File: config.mk
export PLATFORM = sky130hd
export DESIGN_NAME = mult_seq_ctrl
export DESIGN_NICKNAME = d
export VERILOG_FILES = /design/src/rtl/mult_seq_ctrl_pkg.sv /design/src/rtl/adder.sv /design/src/rtl/mult_seq_ctrl.sv
export SDC_FILE = /design/constraint.sdc
export NUM_CORES = 1
export LEC_CHECK = 0
export CAP_MARGIN = 10
export CORE_MARGIN = 2
export CORE_UTILIZATION = 55
export CTS_CLUSTER_DIAMETER = 200
export DETAILED_ROUTE_END_ITERATION = 7
export PLACE_DENSITY = 0.81
export SYNTH_ARGS = -nofsm -noshare
export SYNTH_HDL_FRONTEND = slang
export SYNTH_SLANG_ARGS = --single-unit
File: constraint.sdc
create_clock -name clk -period 8.9 [get_ports clk]
set_clock_uncertainty 0.2 [all_clocks]
set_input_delay 2.225 -clock clk [delete_from_list [all_inputs] [get_ports clk]]
set_output_delay 2.225 -clock clk [all_outputs]
set_load 0.1 [all_outputs]
File: src/rtl/mult_seq_ctrl_pkg.sv
// Shared definitions for the sequential multiplier controller:
// FSM state encoding and iteration count.
package mult_seq_ctrl_pkg;

    localparam logic [2:0] S_IDLE   = 3'd0;
    localparam logic [2:0] S_ABS_A  = 3'd1;
    localparam logic [2:0] S_ABS_B  = 3'd2;
    localparam logic [2:0] S_ITER   = 3'd3;
    localparam logic [2:0] S_NEG_LO = 3'd4;
    localparam logic [2:0] S_NEG_HI = 3'd5;
    localparam logic [2:0] S_DONE   = 3'd6;

    localparam int ITER_N = 32;

endpackage

File: src/rtl/adder.sv
// Shared 32-bit combinational adder, no carry in or out.
// Carries are recovered by the caller where needed.
module adder #(
    parameter int WIDTH = 32
) (
    input  logic [WIDTH-1:0] a,
    input  logic [WIDTH-1:0] b,
    output logic [WIDTH-1:0] sum
);

    assign sum = a + b;

endmodule

File: src/rtl/mult_seq_ctrl.sv
// Multi-cycle 32x32->64 MULT/MULTU controller built around
// one shared adder: abs fix-up, 32 shift-add steps, negate.
module mult_seq_ctrl
    import mult_seq_ctrl_pkg::*;
#(
    parameter int WIDTH = 32,
    parameter int CNT_W = 5
) (
    input  logic             clk,
    input  logic             rst_n,
    input  logic             start,
    input  logic             is_signed,
    input  logic [WIDTH-1:0] op_a,
    input  logic [WIDTH-1:0] op_b,
    output logic             busy,
    output logic             done,
    output logic [WIDTH-1:0] hi,
    output logic [WIDTH-1:0] lo
);

    localparam logic [CNT_W-1:0] CNT_LAST = CNT_W'(ITER_N - 1);
    localparam logic [CNT_W-1:0] CNT_ONE  = CNT_W'(1);
    localparam logic [WIDTH-1:0] ONE      = WIDTH'(1);

    logic [2:0]       state;
    logic [WIDTH-1:0] mcand;
    logic [CNT_W-1:0] cnt;
    logic             carry;
    logic             neg;
    logic             sgn;

    logic [WIDTH-1:0] add_a;
    logic [WIDTH-1:0] add_b;
    logic [WIDTH-1:0] sum;
    logic [WIDTH-1:0] acc;
    logic             c_out;

    always_comb begin
        add_a = '0;
        add_b = '0;
        case (state)
            S_ABS_A: begin
                add_a = ~mcand;
                add_b = ONE;
            end
            S_ABS_B, S_NEG_LO: begin
                add_a = ~lo;
                add_b = ONE;
            end
            S_ITER: begin
                add_a = hi;
                add_b = mcand;
            end
            S_NEG_HI: begin
                add_a = ~hi;
                add_b = {{(WIDTH-1){1'b0}}, carry};
            end
            default: begin
                add_a = '0;
                add_b = '0;
            end
        endcase
    end

    adder #(.WIDTH(WIDTH)) u_adder (
        .a   (add_a),
        .b   (add_b),
        .sum (sum)
    );

    // Carry out of the adder is recovered by unsigned wrap detection.
    assign acc   = lo[0] ? sum : hi;
    assign c_out = lo[0] & (sum < hi);

    always_ff @(posedge clk or negedge rst_n) begin
        if (!rst_n) begin
            state <= S_IDLE;
            busy  <= 1'b0;
            done  <= 1'b0;
            hi    <= '0;
            lo    <= '0;
            mcand <= '0;
            cnt   <= '0;
            carry <= 1'b0;
            neg   <= 1'b0;
            sgn   <= 1'b0;
        end else begin
            done <= 1'b0;
            case (state)
                S_IDLE: begin
                    if (start) begin
                        mcand <= op_a;
                        lo    <= op_b;
                        hi    <= '0;
                        cnt   <= '0;
                        carry <= 1'b0;
                        sgn   <= is_signed;
                        neg   <= is_signed &
                                 (op_a[WIDTH-1] ^ op_b[WIDTH-1]);
                        busy  <= 1'b1;
                        state <= is_signed ? S_ABS_A : S_ITER;
                    end
                end
                S_ABS_A: begin
                    if (mcand[WIDTH-1]) mcand <= sum;
                    state <= S_ABS_B;
                end
                S_ABS_B: begin
                    if (lo[WIDTH-1]) lo <= sum;
                    state <= S_ITER;
                end
                S_ITER: begin
                    {hi, lo} <= {c_out, acc, lo[WIDTH-1:1]};
                    cnt      <= cnt + CNT_ONE;
                    if (cnt == CNT_LAST) begin
                        if (sgn) begin
                            state <= S_NEG_LO;
                        end else begin
                            state <= S_DONE;
                            busy  <= 1'b0;
                            done  <= 1'b1;
                        end
                    end
                end
                S_NEG_LO: begin
                    if (neg) begin
                        lo    <= sum;
                        carry <= (lo == '0);
                    end else begin
                        carry <= 1'b0;
                    end
                    state <= S_NEG_HI;
                end
                S_NEG_HI: begin
                    if (neg) hi <= sum;
                    state <= S_DONE;
                    busy  <= 1'b0;
                    done  <= 1'b1;
                end
                S_DONE: begin
                    state <= S_IDLE;
                end
                default: begin
                    state <= S_IDLE;
                    busy  <= 1'b0;
                end
            endcase
        end
    end

endmodule

---- After elaboration in Yosys (flattened, before gate mapping) ----
Cells that the tools add are included.
storage, ports and cells
  register bits ........................... 109
  input port bits ......................... 68
  output and inout port bits .............. 66
  word-level logic and storage cells ...... 85
cells by class
  $add $sub $neg .......................... 2
  order comparisons ....................... 1
  equality and inequality tests ........... 14
  muxes and demuxes ....................... 29
  bitwise logic cells ..................... 7
  reduce and logical (&&, ||, !) cells .... 20
operators with widths
  operator             count
  $pmux 32 s4          2
  $mux 32              7
  $pmux 32 s3          2
  $not 32->32          3
  $pmux 32 s2          1
  $add 32x32->32       1
  $logic_not 32->1     1
  $lt 32x32->1         1
  $pmux 3 s6           1
  $ne 2x2->1 const B   7
  $pmux 5 s2           1
  $reduce_and 2->1     5
  $eq 3x3->1 const B   3
  $reduce_and 3->1     3
  $reduce_and 4->1     2
  $mux 1               7
  $eq 3x2->1 const B   2
  $mux 3               2
  $reduce_bool 2->1    3
  $add 5x1->5 const B  1
  $eq 5x5->1 const B   1
  $mux 5               1
  $mux 2               2
  $pmux 1 s2           2
  other kinds (11)     12

---- Longest topological paths before layout ----
Gate-level depths: netlist of the first run.
  depth after elaboration ................. 7
  depth in mapped cells ................... 29
  depth with buffers taken out ............ 25

---- Modules after synthesis ----
A second synthesis of the first run with hierarchy kept.
unflattened totals
  cells, all modules ...................... 1195
  area total of the unflattened synthesis .. 9203.8 µm²
modules (own cells, without submodules)
  module         instances  cells each  area an instance (µm²)  sequential area each (µm²)
  mult_seq_ctrl  1          954         7459.7                  2727.6
  adder          1          241         1744.2                  0.0

---- Worst setup path before layout of the first run ----
OpenSTA, ideal clock, no wires.
  path type ............................... register -> register
  start ................................... register state[0]
  end ..................................... register hi[31]
  setup time .............................. 78 ps
  data arrival time ....................... 5214 ps
  data required time ...................... 8622 ps
  slack ................................... 3409 ps
  cell stages (with the launch flop) ...... 27
  buffers on the path ..................... 5
  period minus slack after synthesis ...... 5491 ps
  cell sequence ........................... dfrtp_1 > buf_2 > clkbuf_1 > clkbuf_1 > buf_1 > buf_1 > a21oi_1 > o22ai_1 > ha_1 > inv_1 > fa_1 > nand2b_1 > a21oi_2 > o211ai_1 > and3_1 > or2_1 > xor2_1 > inv_2 > ha_1 > a21o_1 > a21o_1 > a21o_1 > a211oi_1 > o311ai_0 > a2111oi_0 > a211oi_1 > a21oi_1
between the ends
  cells in the longest elaborated chain, start to end .. 7
  elaborated cells on any way between the ends .. 19
  classes of those cells .................. 1 x add/sub; 1 x order compare; 7 x eq/ne; 4 x mux; 1 x bitwise; 5 x reduce/logical
RTL lines
  what                                                                        RTL line              RTL
  from (decl)                                                                 mult_seq_ctrl.sv:25   logic [2:0] state;
  from (signal assigned)                                                      mult_seq_ctrl.sv:101  state <= is_signed ? S_ABS_A : S_ITER;
  $eq 3x3->1, or another cell as far along                                    mult_seq_ctrl.sv:41   case (state)
  $reduce_or 3->1 (no source line) / $reduce_or 2->1 (equally long branches)  -
  $pmux 32 s3 / $pmux 32 s4 (equally long branches)                           mult_seq_ctrl.sv:41
  $add 32x32->32                                                              adder.sv:11           assign sum = a + b;
  $lt 32x32->1                                                                mult_seq_ctrl.sv:73   assign c_out = lo[0] & (sum < hi);
  $and 1x1->1                                                                 mult_seq_ctrl.sv:73
  $pmux 32 s3                                                                 mult_seq_ctrl.sv:89   case (state)
  to (signal assigned)                                                        mult_seq_ctrl.sv:113  {hi, lo} <= {c_out, acc, lo[WIDTH-1:1]};
  to (signal assigned)                                                        mult_seq_ctrl.sv:135  if (neg) hi <= sum;
  to (decl)                                                                   mult_seq_ctrl.sv:17   output logic [WIDTH-1:0] hi,
Several ways; a longest one is shown, not always the timed one. The select of a mux whose other input is x is not followed.
A chain may end at the register's enable or synchronous reset.

---- Worst setup path in the final report of the first run ----
Ends and elaborated chain as after synthesis.

==> reports/metrics.yaml, run 1 <==
ant_nets: 0
synth_top_cell_by_area: "dfrtp_1"
period_minus_slack_ns: 6.33
clock-sinks: 109
path_clk_slew_ns: 0.09
area_growth_pct: 18.8
ioPinCount: 134
rsz0062_at_grt: "false"
holdBufCountCts: 0
period_share: 0.712
final-setup-viol-count: 0
tightest_slew_ns: 1.17
synth.most_common_cell: "a21oi_1"
routedWlPerCell_um: 22.7
worstReg2RegStart: "state[0]"
start_util: 0.560
syn_area_mm2: 0.00923
chipHeight_um: 134
hp-start: "cnt[3]"
crit_start: "state[0]"
dpl.cell_count: 1454
vias_per_cell: 6.82
grt.busiest_layer: "met1"
endpoint_kind: "register"
synth-seq-area-share: 0.296
dp_hpwl_mm: 24.2
drive_above_1_share: 0.0568
gr-usage-all-layers: 0.369
overflow: 0
clk-insertion-delay-late_ns: 0.38
ys_types: 70
antenna_cells: 0
fmax_ghz: 0.158
drv_slew: 0
synthCells: 1173
wirelength_mm: 33.4
use_met1: 0.560
worstPathArrival_ns: 6.44
synth_edf_count: 0
die-area_mm2: 0.0178
die_x_um: 134
cts-root-buf: "clkbuf_16"
cts_resized: 0
drv_cap: 0
port_buffers: 133
placed_cell_area_mm2: 0.0107
htreeDepth: 3
ys.flop_type: "dfrtp_1"
async_reset_ff_frac: 1.00
numCtsBuffers: 9
whs_ns: 0.294
maxSlewHeadroom: 0.214
critPathLaunchType: "register"
use_met3: 0.100
grt_pass1_wl_mm: 51.5
crit_required_ns: 9.01
synth_fp_nets: 1306
finalHoldViolations: 0
gp_congestion: 1.00
hold_class: "reg2reg"
synth_top_area_share: 0.296
grt_pass1_vias: 9148
core_region_area_mm2: 0.0165
antenna_found_initial: 0
cp_max_fo: 100
clockBufferDepth: 2
criticalPathCategory: "reg2reg"
drc: 0
ys_ff_latch: 109
avgSynthCellArea_um2: 7.87
grtUsageMet2: 0.522
fin_nets: 1378
final_cells: 1470
cts_tree: "yes"
drt_iter0_markers: 1686
synthTopCellsByArea: "dfrtp_1 30%, ha_1 8.7%, a21oi_1 8.1%"
fin_area_mm2: 0.0110
postCtsSetupBuffers: 0
fillers: 1418
finalSetupTns_ns: 0
synth_top_cells_by_count: "149 x a21oi_1, 132 x nor2_1, 109 x dfrtp_1"
status: "finished clean"
grt_max_degree: 101
vias: 10026
dr.pass1.iters: 6
synth_warnings: 0
rows: 47
per-layer routing:
metal  wire length [um]  vias up
met5                  0        -
met4                619        0
met3               4660       59
met2              13800      700
met1              14300     4740
li1                   -     4527
area by class of cell:
cell class,count,area (um^2),area share
Clock buffer,9,225,0.0205
Tap cell,220,275,0.0251
Clock inverter,7,80.1,0.00730
Inverter,51,191,0.0175
Timing Repair Buffer,151,1460,0.134
Sequential cell,109,2730,0.249
Multi-Input combinational cell,923,6000,0.547
critical path, cell delays in order (launching register included):
cell       delay [ns]
dfrtp_4          0.74
buf_4            0.83
nor2_1           0.19
a21o_1           0.23
a21oi_1          0.17
o22ai_1          0.11
ha_1             0.43
nand3_1          0.19
nor2_1           0.17
o211ai_1         0.14
and3_1           0.24
or2_1            0.26
xor2_1           0.32
inv_2            0.12
ha_1             0.20
a21o_1           0.18
a21o_1           0.17
a21o_1           0.18
a211oi_1         0.30
o311ai_0         0.23
a2111oi_0        0.43
a211oi_1         0.08
a21oi_1          0.13
final timing paths:
check	to	slack, ns	depth (start not counted)
min reg2reg	cnt[3]	0.29	1
min in group asynchronous	hi[23]	1.65	1
min	cnt[3]	0.29	1
max	hi[31]	2.57	22
max in group asynchronous	state[0]	5.48	2
max reg2reg	hi[31]	2.57	22
flip-flops by register name, summed over array words and instances (netlist names):
signal and count:
hi 32, lo 32, mcand 32, cnt 5, state 3, busy 1
carry 1, done 1, neg 1, sgn 1
cell usage in the layout (no fill, tap or decap), types with 10 or more instances in the layout:
cell type        Yosys  final
a21oi_1            149    149
clkdlybuf4s50_1      0    132
nor2_1             132    127
dfrtp_1            109    108
nand2_1            101    101
ha_1                64     64
o21ai_0             58     58
inv_1               50     50
a21o_1              46     46
and3_1              36     36
a22oi_1             35     35
o22ai_1             33     33
a222oi_1            33     33
buf_4                0     19
nand3_1             15     15
xor2_1              15     15
a211oi_1            14     14
nand4_1             12     12
nor4_1              12     12
mux2i_1             12     12
a221oi_1            12     12
nand2b_1            11     11
o21ai_1             11     11
xnor2_1             10     10
stage by stage:
stage	setup WS, ns	utilization
2_1_floorplan	3.41	-
4_1_cts	2.72	0.666
3_3_place_gp	2.86	0.647
6_report	2.57	0.666
3_5_place_dp	2.76	0.647
5_1_grt	2.17	0.666
cells by family (layout without fill, tap and decap cells):
| family | Yosys count | after routing | synth area share |
|---|---|---|---|
| AOI/OAI and AO/OA | 466 | 466 | 0.339 |
| and+or+nand+nor | 349 | 349 | 0.173 |
| buffers and inverters | 141 | 218 | 0.0586 |
| DFF | 109 | 109 | 0.296 |
| adders and majority gates | 65 | 65 | 0.0889 |
| xor gates and xnor gates | 26 | 26 | 0.0255 |
| muxes | 17 | 17 | 0.0191 |
Power of run 1 is left out: the tool's default activity adds up to more than one toggle a clock period on the data nets, which glitch-free logic cannot reach.
==> run 2, diff against run 1 <==
Clock period 8.9 ns to 5.9 ns, I/O delays scaled along.
==> run 2 against run 1 <==
The flow now finishes with violations (design-rule violations). Maximum frequency up 13%. Routed wire length up 2.5%. Setup slack worse by 2.3 ns. First-iteration DRC count down 4.4%. Final cell count up 1.8%. Final area up 2.1%. Flip-flop and latch count unchanged. Sequential share of layout area down 0.51 points. Critical path type unchanged.
==> reports/metrics.yaml, run 2 (synthesis gave the netlist of run 1 again) <==
ant_nets: 0
drt_iter0_markers: 1611
final_cell_mix: "149 x a21oi_1, 132 x clkdlybuf4s50_1, 127 x nor2_1"
postCtsSetupBuffers: 0
grt_max_degree: 94
status: "finished, violations left"
holdBufCountCts: 0
numCtsBuffers: 9
hold_class: "reg2reg"
wirelength_mm: 34.2
final_common_cell: "a21oi_1"
finalSetupTns_ns: 0
routedWlPerCell_um: 22.9
tightest_slew_ns: 1.19
start_util: 0.560
dr.pass1.iters: 8
period_minus_slack_ns: 5.59
grt_pass1_wl_mm: 53.0
drv_slew: 0
drc: 18
die-area_mm2: 0.0178
drv_cap: 0
violations: "design-rule violations"
path_clk_slew_ns: 0.08
clk-insertion-delay-late_ns: 0.37
fillers: 1372
rows: 47
dp_hpwl_mm: 25.3
cts-root-buf: "clkbuf_16"
final-setup-viol-count: 0
rsz0062_at_grt: "false"
cp_max_fo: 93
antenna_cells: 0
antenna_found_initial: 0
chipHeight_um: 134
gr-usage-all-layers: 0.384
drive_above_1_share: 0.0760
cts_tree: "yes"
endpoint_kind: "register"
criticalPathCategory: "reg2reg"
whs_ns: 0.296
grt_pass1_vias: 9198
critPathLaunchType: "register"
area_growth_pct: 21.3
fmax_ghz: 0.179
core_region_area_mm2: 0.0165
worstPathArrival_ns: 5.69
clock-sinks: 109
vias: 10084
gp_congestion: 0.976
overflow: 0
largestRegisters: "hi x32, lo x32, mcand x32"
htreeDepth: 3
clockBufferDepth: 2
ioPinCount: 134
die_x_um: 134
cts_resized: 0
r2r_setup_slack_ns: 0.31
fin_nets: 1405
port_buffers: 133
finalHoldViolations: 0
period_share: 0.948
vias_per_cell: 6.74
crit_required_ns: 6.00
maxSlewHeadroom: 0.204
## run 2: routing by layer
layer / track usage / vias up / share of wire
li1: - / 4587 / -
met1: 0.595 / 4739 / 0.43
met2: 0.522 / 716 / 0.41
met3: 0.122 / 42 / 0.15
met4: 0.0757 / 0 / 0.013
met5: 0 / - / 0
## run 2: layout make-up
cell class	count	area, um^2	area share
multi-input combinational	923	6000	0.536
sequential	109	2730	0.244
timing repair buffer	178	1700	0.151
tap	220	275	0.0246
clock buffer	10	229	0.0205
inverter	51	191	0.0171
clock inverter	6	67.6	0.00604
## run 2: stage by stage
step	area [um^2]	instances	setup slack, ns	utilization
floorplan	9230	1173	0.409	-
global placement	10900	1480	0.637	0.661
detailed placement	10900	1480	0.503	0.661
CTS	11200	1496	0.459	0.679
global route	11200	1497	0.0237	0.680
finish	11200	1497	0.306	0.680
## run 2: path summary, 6_finish.rpt
kind                       depth (start not counted)  endpoint     start
min                                                1    cnt[3]    cnt[3]
min reg2reg                                        1    cnt[3]    cnt[3]
max in group asynchronous                          2  mcand[9]     rst_n
min in group asynchronous                          1    lo[25]     rst_n
max reg2reg                                       20    hi[31]  state[0]
max                                               20    hi[31]  state[0]
## run 2: worst max-delay path, cell delays in order (launching register included)
cell,delay [ns]
dfrtp_4,0.55
buf_12,0.34
nor2_1,0.12
a21o_1,0.18
a21oi_1,0.14
o22ai_1,0.10
ha_1,0.40
o21ai_1,0.13
a211oi_2,0.32
a211oi_2,0.18
o41ai_2,0.46
xor2_2,0.37
ha_1,0.32
a21o_1,0.16
a21o_1,0.16
a21o_1,0.19
a211oi_1,0.26
o311ai_0,0.19
a2111oi_0,0.46
a211oi_1,0.09
a21oi_1,0.14
Power of run 2 is left out for the same reason.
